## src/rtl/health_controller.sv

```systemverilog
// Per-player health keeper: block reduction, iframes, combo tracking, KO detection.
// Latency: a hit sampled at edge N is reflected on every output right after edge N.
// Backpressure: none; hits arriving during iframes or KO are dropped, never queued.
module health_controller #(
  parameter int FULL_HEALTH   = 200,
  parameter int IFRAME_CYCLES = 25_000_000,
  parameter int COMBO_WINDOW  = 50_000_000
) (
  input  logic       clk,
  input  logic       reset,
  input  logic       round_start,
  input  logic       hit_valid,
  input  logic [7:0] hit_damage,
  input  logic       blocking,
  output logic       hit_ack,
  output logic [8:0] curr_health,
  output logic       stunned,
  output logic       ko,
  output logic       is_ko,
  output logic [3:0] combo_count
);

  localparam int IW = (IFRAME_CYCLES > 1) ? $clog2(IFRAME_CYCLES + 1) : 1;
  localparam int CW = $clog2(COMBO_WINDOW + 1);
  localparam logic [8:0]    FULL        = 9'(FULL_HEALTH);
  localparam logic [IW-1:0] IFRAME_LOAD = IW'(IFRAME_CYCLES - 1);
  localparam logic [CW-1:0] COMBO_LOAD  = CW'(COMBO_WINDOW);

  typedef enum logic [1:0] {ALIVE, INVULN, KO} state_t;

  state_t        state, state_nxt;
  logic [IW-1:0] iframe_cnt, iframe_nxt;
  logic [CW-1:0] combo_tmr, combo_tmr_nxt;
  logic [3:0]    combo_nxt;
  logic [8:0]    health_nxt;
  logic          ack_nxt;
  logic          ko_nxt;

  logic [8:0]    eff;
  logic [8:0]    health_after;
  logic          accept;

  // Blocked hits lose their two low bits; saturate before subtracting so 9-bit math never wraps.
  assign eff          = blocking ? {3'b000, hit_damage[7:2]} : {1'b0, hit_damage};
  assign health_after = (eff >= curr_health) ? 9'd0 : (curr_health - eff);

  // The last iframe cycle (counter at 0) already accepts a new hit, so held hits land
  // exactly IFRAME_CYCLES apart.
  assign accept = hit_valid &&
                  ((state == ALIVE) || ((state == INVULN) && (iframe_cnt == '0)));

  // Next-state and next-output computation; an accepted hit overrides timer housekeeping.
  always_comb begin
    state_nxt     = state;
    iframe_nxt    = iframe_cnt;
    combo_tmr_nxt = combo_tmr;
    combo_nxt     = combo_count;
    health_nxt    = curr_health;
    ack_nxt       = 1'b0;
    ko_nxt        = 1'b0;

    // Combo timer free-runs down; expiry clears the combo except in KO, where it is frozen.
    if (combo_tmr != '0) begin
      combo_tmr_nxt = combo_tmr - CW'(1);
      if ((combo_tmr == CW'(1)) && (state != KO)) begin
        combo_nxt = 4'd0;
      end
    end

    case (state)
      INVULN: begin
        if (iframe_cnt != '0) begin
          iframe_nxt = iframe_cnt - IW'(1);
        end else begin
          state_nxt = ALIVE;
        end
      end
      default: ;
    endcase

    if (accept) begin
      ack_nxt       = 1'b1;
      health_nxt    = health_after;
      combo_tmr_nxt = COMBO_LOAD;
      if (combo_tmr != '0) begin
        combo_nxt = (combo_count == 4'd15) ? 4'd15 : (combo_count + 4'd1);
      end else begin
        combo_nxt = 4'd1;
      end
      if (health_after == 9'd0) begin
        state_nxt  = KO;
        ko_nxt     = 1'b1;
        iframe_nxt = '0;
      end else begin
        state_nxt  = INVULN;
        iframe_nxt = IFRAME_LOAD;
      end
    end
  end

  // State and output registers; round_start behaves exactly like reset.
  always_ff @(posedge clk) begin
    if (reset || round_start) begin
      state       <= ALIVE;
      iframe_cnt  <= '0;
      combo_tmr   <= '0;
      combo_count <= 4'd0;
      curr_health <= FULL;
      hit_ack     <= 1'b0;
      ko          <= 1'b0;
      stunned     <= 1'b0;
      is_ko       <= 1'b0;
    end else begin
      state       <= state_nxt;
      iframe_cnt  <= iframe_nxt;
      combo_tmr   <= combo_tmr_nxt;
      combo_count <= combo_nxt;
      curr_health <= health_nxt;
      hit_ack     <= ack_nxt;
      ko          <= ko_nxt;
      stunned     <= (state_nxt == INVULN);
      is_ko       <= (state_nxt == KO);
    end
  end

endmodule

```

## config.mk

```make
export PLATFORM = sky130hd
export DESIGN_NAME = health_controller
export DESIGN_NICKNAME = d
export VERILOG_FILES = /design/src/rtl/health_controller.sv
export SDC_FILE = /design/constraint.sdc
export NUM_CORES = 1
export LEC_CHECK = 0
export CAP_MARGIN = 20
export CORE_UTILIZATION = 64
export CTS_BUF_LIST = sky130_fd_sc_hd__clkbuf_16
export CTS_CLUSTER_SIZE = 30
export DETAILED_ROUTE_END_ITERATION = 6
export DONT_BUFFER_PORTS = 1
export PLACE_DENSITY = 0.85
export SLEW_MARGIN = 20
export SYNTH_ARGS = -nofsm -noshare
export SYNTH_HDL_FRONTEND = slang
export SYNTH_SLANG_ARGS = --single-unit
export TNS_END_PERCENT = 10
```

## constraint.sdc

```tcl
create_clock -name clk -period 11.2 [get_ports clk]
set_input_delay 1.68 -clock clk [delete_from_list [all_inputs] [get_ports clk]]
set_output_delay 1.68 -clock clk [all_outputs]
set_load 0.05 [all_outputs]
```

=== Word-level counts from Yosys, hierarchy flattened ===
Cells that the tools add are included.

* Input bits: 13
* Flip-flop bits (word level): 70
* Output and inout bits: 17
* Logic and storage cells: 59

* Reductions and logical operators: 18
* Mux-type cells: 19
* Bitwise gates (word level): 1
* $add $sub $neg: 4
* Equality and inequality tests: 6
* $lt $le $gt $ge: 1

{| class="wikitable"
|+ Operators by type and width
! operator !! count
|-
| $mux W25 || 4
|-
| $mux W26 || 2
|-
| $eq A26 B1 Y1 const B || 1
|-
| $reduce_bool A26 Y1 || 1
|-
| $sub A26 B1 Y26 const B || 1
|-
| $logic_not A25 Y1 || 1
|-
| $reduce_bool A25 Y1 || 1
|-
| $sub A25 B1 Y25 const B || 1
|-
| $mux W4 || 5
|-
| $ge A8 B9 Y1 || 1
|-
| $logic_not A9 Y1 || 1
|-
| $mux W9 || 1
|-
| $sub A9 B8 Y9 || 1
|-
| $mux W2 || 4
|-
| $mux W8 || 1
|-
| $reduce_bool A2 Y1 || 4
|-
| $add A4 B1 Y4 const B || 1
|-
| $eq A2 B1 Y1 const B || 2
|-
| $eq A4 B4 Y1 const B || 1
|-
| $reduce_and A2 Y1 || 2
|-
| $reduce_or A2 Y1 || 2
|-
| $logic_and A1 B1 Y1 || 3
|-
| $eq A2 B2 Y1 const B || 1
|-
| $logic_not A2 Y1 || 1
|-
| 4 further kinds || 6
|}

=== Logic depth before layout (Yosys ltp) ===
* Word-level depth: 7
* Gate-level depth with buffers: 13

=== Worst setup path after synthesis ===
OpenSTA, ideal clock, no wires.

* Path kind: input to register
* From: input port blocking
* To: register iframe_cnt[5]
* Arrival time: 5011 ps
* Path slack: 6071 ps
* Cell stages on the path: 12
* Data required time: 11083 ps
* Path through: clkbuf_1 mux2_2 ha_1 fa_1 nand2b_1 a21o_1 xnor2_1 or4_1 o41ai_2 nor2_1 a31o_1 a32o_1

* Longest elaborated chain between the ends: 6
* Elaborated cells between the ends (all ways): 7
* Those cells by class: add/sub (1); order compare (1); mux (4); reduce/logical (1)

{| class="wikitable"
|+ RTL lines
! element !! RTL line !! text
|-
| start, declared || 14 || <nowiki>input logic blocking,</nowiki>
|-
| $mux W8 * || 44 || <nowiki>assign eff = blocking ? {3'b000, hit_damage[7:2]} : {1'b0, hit_damage};</nowiki>
|-
| $sub A9 B8 Y9 or $ge A8 B9 Y1 (tied branches) || 45 || <nowiki>assign health_after = (eff >= curr_health) ? 9'd0 : (curr_health - eff);</nowiki>
|-
| $mux W9 * || 45 ||
|-
| $logic_not A9 Y1 * || 90 || <nowiki>if (health_after == 9'd0) begin</nowiki>
|-
| $mux W25 * || 90 ||
|-
| $mux W25 * || 81 || <nowiki>if (accept) begin</nowiki>
|-
| end signal, assigned || 115 || <nowiki>iframe_cnt <= iframe_nxt;</nowiki>
|-
| end, declared || 32 || <nowiki>logic [IW-1:0] iframe_cnt, iframe_nxt;</nowiki>
|}

Every way passes the cells marked *; elsewhere a longest branch is shown, timed or not.
A chain may end at the register's enable or synchronous reset.

=== Worst setup path after layout ===
Ends and elaborated chain as after synthesis.

==> impl_metrics.py <==
metrics = {
    "status": {
        "status": "finished, final reports clean",
    },
    "global_routing": {
        "grt_usage": 0.2781,
        "grt_pass1_vias": 3044,
        "grt.overflow.total": 0,
        "grt_pass1_wl_mm": 13.78,
        "antenna_found_initial": 0,
        "grt_max_degree": 35,
    },
    "synthesis": {
        "avgSynthCellArea_um2": 8.350,
        "async_reset_ff_frac": 0,
        "syn_inst": 460,
        "ys_ff_latch": 70,
        "synth_top_cell_area_share": 0.3648,
        "netlist_top_cells_count": "dfxtp_1, nor2_1, a21oi_1",
        "yosys_most_used_dff": "dfxtp_1",
        "synthTopCellsByArea": "dfxtp_1, nor2_1, a21oi_1",
        "syn-num-nets": 486,
        "ys_types": 65,
        "yosysWarnings": 0,
        "netlist_area_mm2": 0.003841,
        "synth_most_common_cell": "dfxtp_1",
        "yosysSeqAreaShare": 0.3648,
        "synth_top_area_cell": "dfxtp_1",
        "synth_edf_count": 0,
    },
    "sta": {
        "hold_viol_final": 0,
        "period_minus_slack_ns": 4.840,
        "grt_setup_unrepaired": "false",
        "fin_skew_ns": 0.004609,
        "final-setup-viol-count": 0,
        "finalMaxSlewViolations": 0,
        "maxSlewHeadroom": 0.3040,
        "max_slew.worst_pin.slew_ns": 1.044,
        "fin_crit_sh": 0.4321,
        "finalSetupTns_ns": 0,
        "fmax_mhz": 206.6,
    },
    "cts": {
        "cts_inserted_buffers": 9,
        "cts_buffer_depth": 2,
        "htree_levels": 3,
        "post-cts-setup-buffers": 0,
        "cts_tree": "done",
        "worstSkewPairLatency_ns": 0.33,
        "clock_sinks": 70,
        "ctsHoldBuffers": 0,
        "cts.clk_slew.worst_paths_ns": 0.06,
        "cts_resized": 0,
        "cts.root.buffer_cell": "clkbuf_16",
    },
    "pwr": {
        "internal-power_mw": 0.4971,
        "power_frac_clock": 0.328,
        "sw_frac_of_total": 0.3337,
        "combPwrFrac": 0.279,
        "p_total_mw": 0.7460,
        "ir_drop_uv": 131.0,
        "p_leak_nw": 1.544,
        "powerDensity_mw_per_mm2": 182.2,
        "power_switching_mw": 0.2490,
        "seq_power_share": 0.393,
    },
    "routing": {
        "via_count": 3270,
        "drt_iter0_drc": 226,
        "first_pass_iters": 4,
        "routedWlPerCell_um": 15.58,
        "viasPerCell": 6.205,
        "postRouteAntennaNets": 0,
        "drc": 0,
        "totalWireLength_mm": 8.210,
    },
    "floorplan": {
        "start_util": 0.6809,
        "die_w_um": 79.47,
        "dieArea_mm2": 0.006315,
        "die_h_um": 79.47,
        "rows": 27,
        "ios": 30,
        "core_area_mm2": 0.005642,
    },
    "worst_setup_path": {
        "cp-end-kind": "register",
        "cp-start-kind": "input port",
        "cp_max_fo": 8,
        "critPathKind": "input port to register",
        "critPathRequiredTime_ns": 11.42,
        "cp.arrival_ns": 5.06,
    },
    "place": {
        "globalplace.congestion": 0.9445,
        "hpwlAfterDp_mm": 5.836,
        "placement.io_buffers": 0,
    },
    "run": {
        "maxCapViolations": 0,
    },
    "cells_and_area": {
        "drive_gt1_frac": 0.08571,
        "antenna_cells": 0,
        "fillers": 412,
        "nNetsFinal": 477,
        "syn2layout_area_growth_pct": 6.580,
    },
    "worst_hold_path": {
        "hp-class": "register to register",
    },
}
## state kept, by name (all words and copies together), names as in the netlist
register / flops
ko: 1
state: 2
stunned: 1
combo_tmr: 26
is_ko: 1
curr_health: 9
hit_ack: 1
iframe_cnt: 25
combo_count: 4
## critical path: stages
cell	delay, ns
mux2_2	0.31
ha_1	0.21
fa_1	0.41
nand2b_1	0.21
a21o_1	0.20
xnor2_1	0.14
or4_1	0.55
o41ai_2	0.63
nor2_1	0.27
a31o_1	0.25
a32o_1	0.20
## power groups by stage
stage,sequential [mW],clock (mW),combinational [mW]
floorplan,0.293,0,0.175
global placement,0.297,0,0.199
detailed placement,0.298,0,0.205
CTS,0.293,0.247,0.206
global route,0.296,0.260,0.230
finish,0.293,0.245,0.208
## through the flow
step | hold slack, ns | instance area (µm²) | setup slack (ns) | instances | utilization
2_1_floorplan | 0.4446 | 3841 | 6.071 | 460 | -
3_3_place_gp | 0.4584 | 3839 | 6.181 | 512 | 0.6804
3_5_place_dp | 0.4786 | 3839 | 6.076 | 512 | 0.6804
4_1_cts | 0.4841 | 4094 | 6.412 | 527 | 0.7257
5_1_grt | 0.5114 | 4094 | 6.217 | 527 | 0.7257
6_report | 0.4853 | 4094 | 6.360 | 527 | 0.7257
## worst paths after layout
path | start | endpoint | slack [ns] | cells past startpoint
min | iframe_cnt[19] | iframe_cnt[19] | 0.49 | 2
max | blocking | iframe_cnt[5] | 6.36 | 11
max reg2reg | iframe_cnt[0] | iframe_cnt[23] | 7.14 | 8
min reg2reg | iframe_cnt[19] | iframe_cnt[19] | 0.49 | 2
## layer usage
metal | part of all wire | routed length [µm] | GRT usage
met3 | 0.054 | 446 | 0.07771
met5 | 0 | 0 | 0
met4 | 0.015 | 127 | 0.08545
met1 | 0.45 | 3721 | 0.3559
met2 | 0.48 | 3914 | 0.4513
## layout make-up
cell class | count | area [µm²] | area share
Multi-Input combinational cell | 353 | 2280 | 0.5568
Clock inverter | 6 | 30.03 | 0.007335
Inverter | 16 | 60.06 | 0.01467
Tap cell | 72 | 90.09 | 0.02200
Clock buffer | 9 | 225.2 | 0.05501
Timing Repair Buffer | 1 | 7.507 | 0.001834
Sequential cell | 70 | 1401 | 0.3423
## logic make-up (layout without fill, tap and decap cells)
logic type                 count (synthesis)  after routing  synth area share
and+or+nand+nor                          184            184            0.2524
adders and majority gates                 13             13           0.04430
AOI/OAI and AO/OA                        116            116            0.2026
xor gates and xnor gates                  32             32           0.07296
buffers and inverters                     37             32           0.04169
muxes                                      8              8           0.02117
DFF                                       70             70            0.3648
## cell usage in the layout, fill, tap and decap left out, drive strengths merged, types with 3 or more instances in the layout
| cell | netlist | final |
|---|---|---|
| and2 | 3 | 3 |
| or2 | 6 | 6 |
| xnor2 | 22 | 22 |
| ha | 12 | 12 |
| a22oi | 6 | 6 |
| nand2b | 8 | 8 |
| xor2 | 10 | 10 |
| a31oi | 5 | 5 |
| a21oi | 41 | 41 |
| nor3 | 20 | 20 |
| o21ai | 24 | 24 |
| dfxtp | 70 | 70 |
| or3 | 12 | 12 |
| and3 | 4 | 4 |
| nand2 | 29 | 29 |
| mux2i | 7 | 7 |
| nand3b | 5 | 5 |
| or4 | 8 | 8 |
| clkbuf | 13 | 9 |
| clkinv | 0 | 5 |
| nor4 | 9 | 9 |
| o22ai | 4 | 4 |
| a211oi | 5 | 5 |
| nor2 | 57 | 57 |
| or4b | 3 | 3 |
| inv | 16 | 16 |
| nor2b | 3 | 3 |
| o31ai | 4 | 4 |
| nand3 | 9 | 9 |
| a32o | 6 | 6 |
No activity file was read; power rests on OpenSTA's default activity.
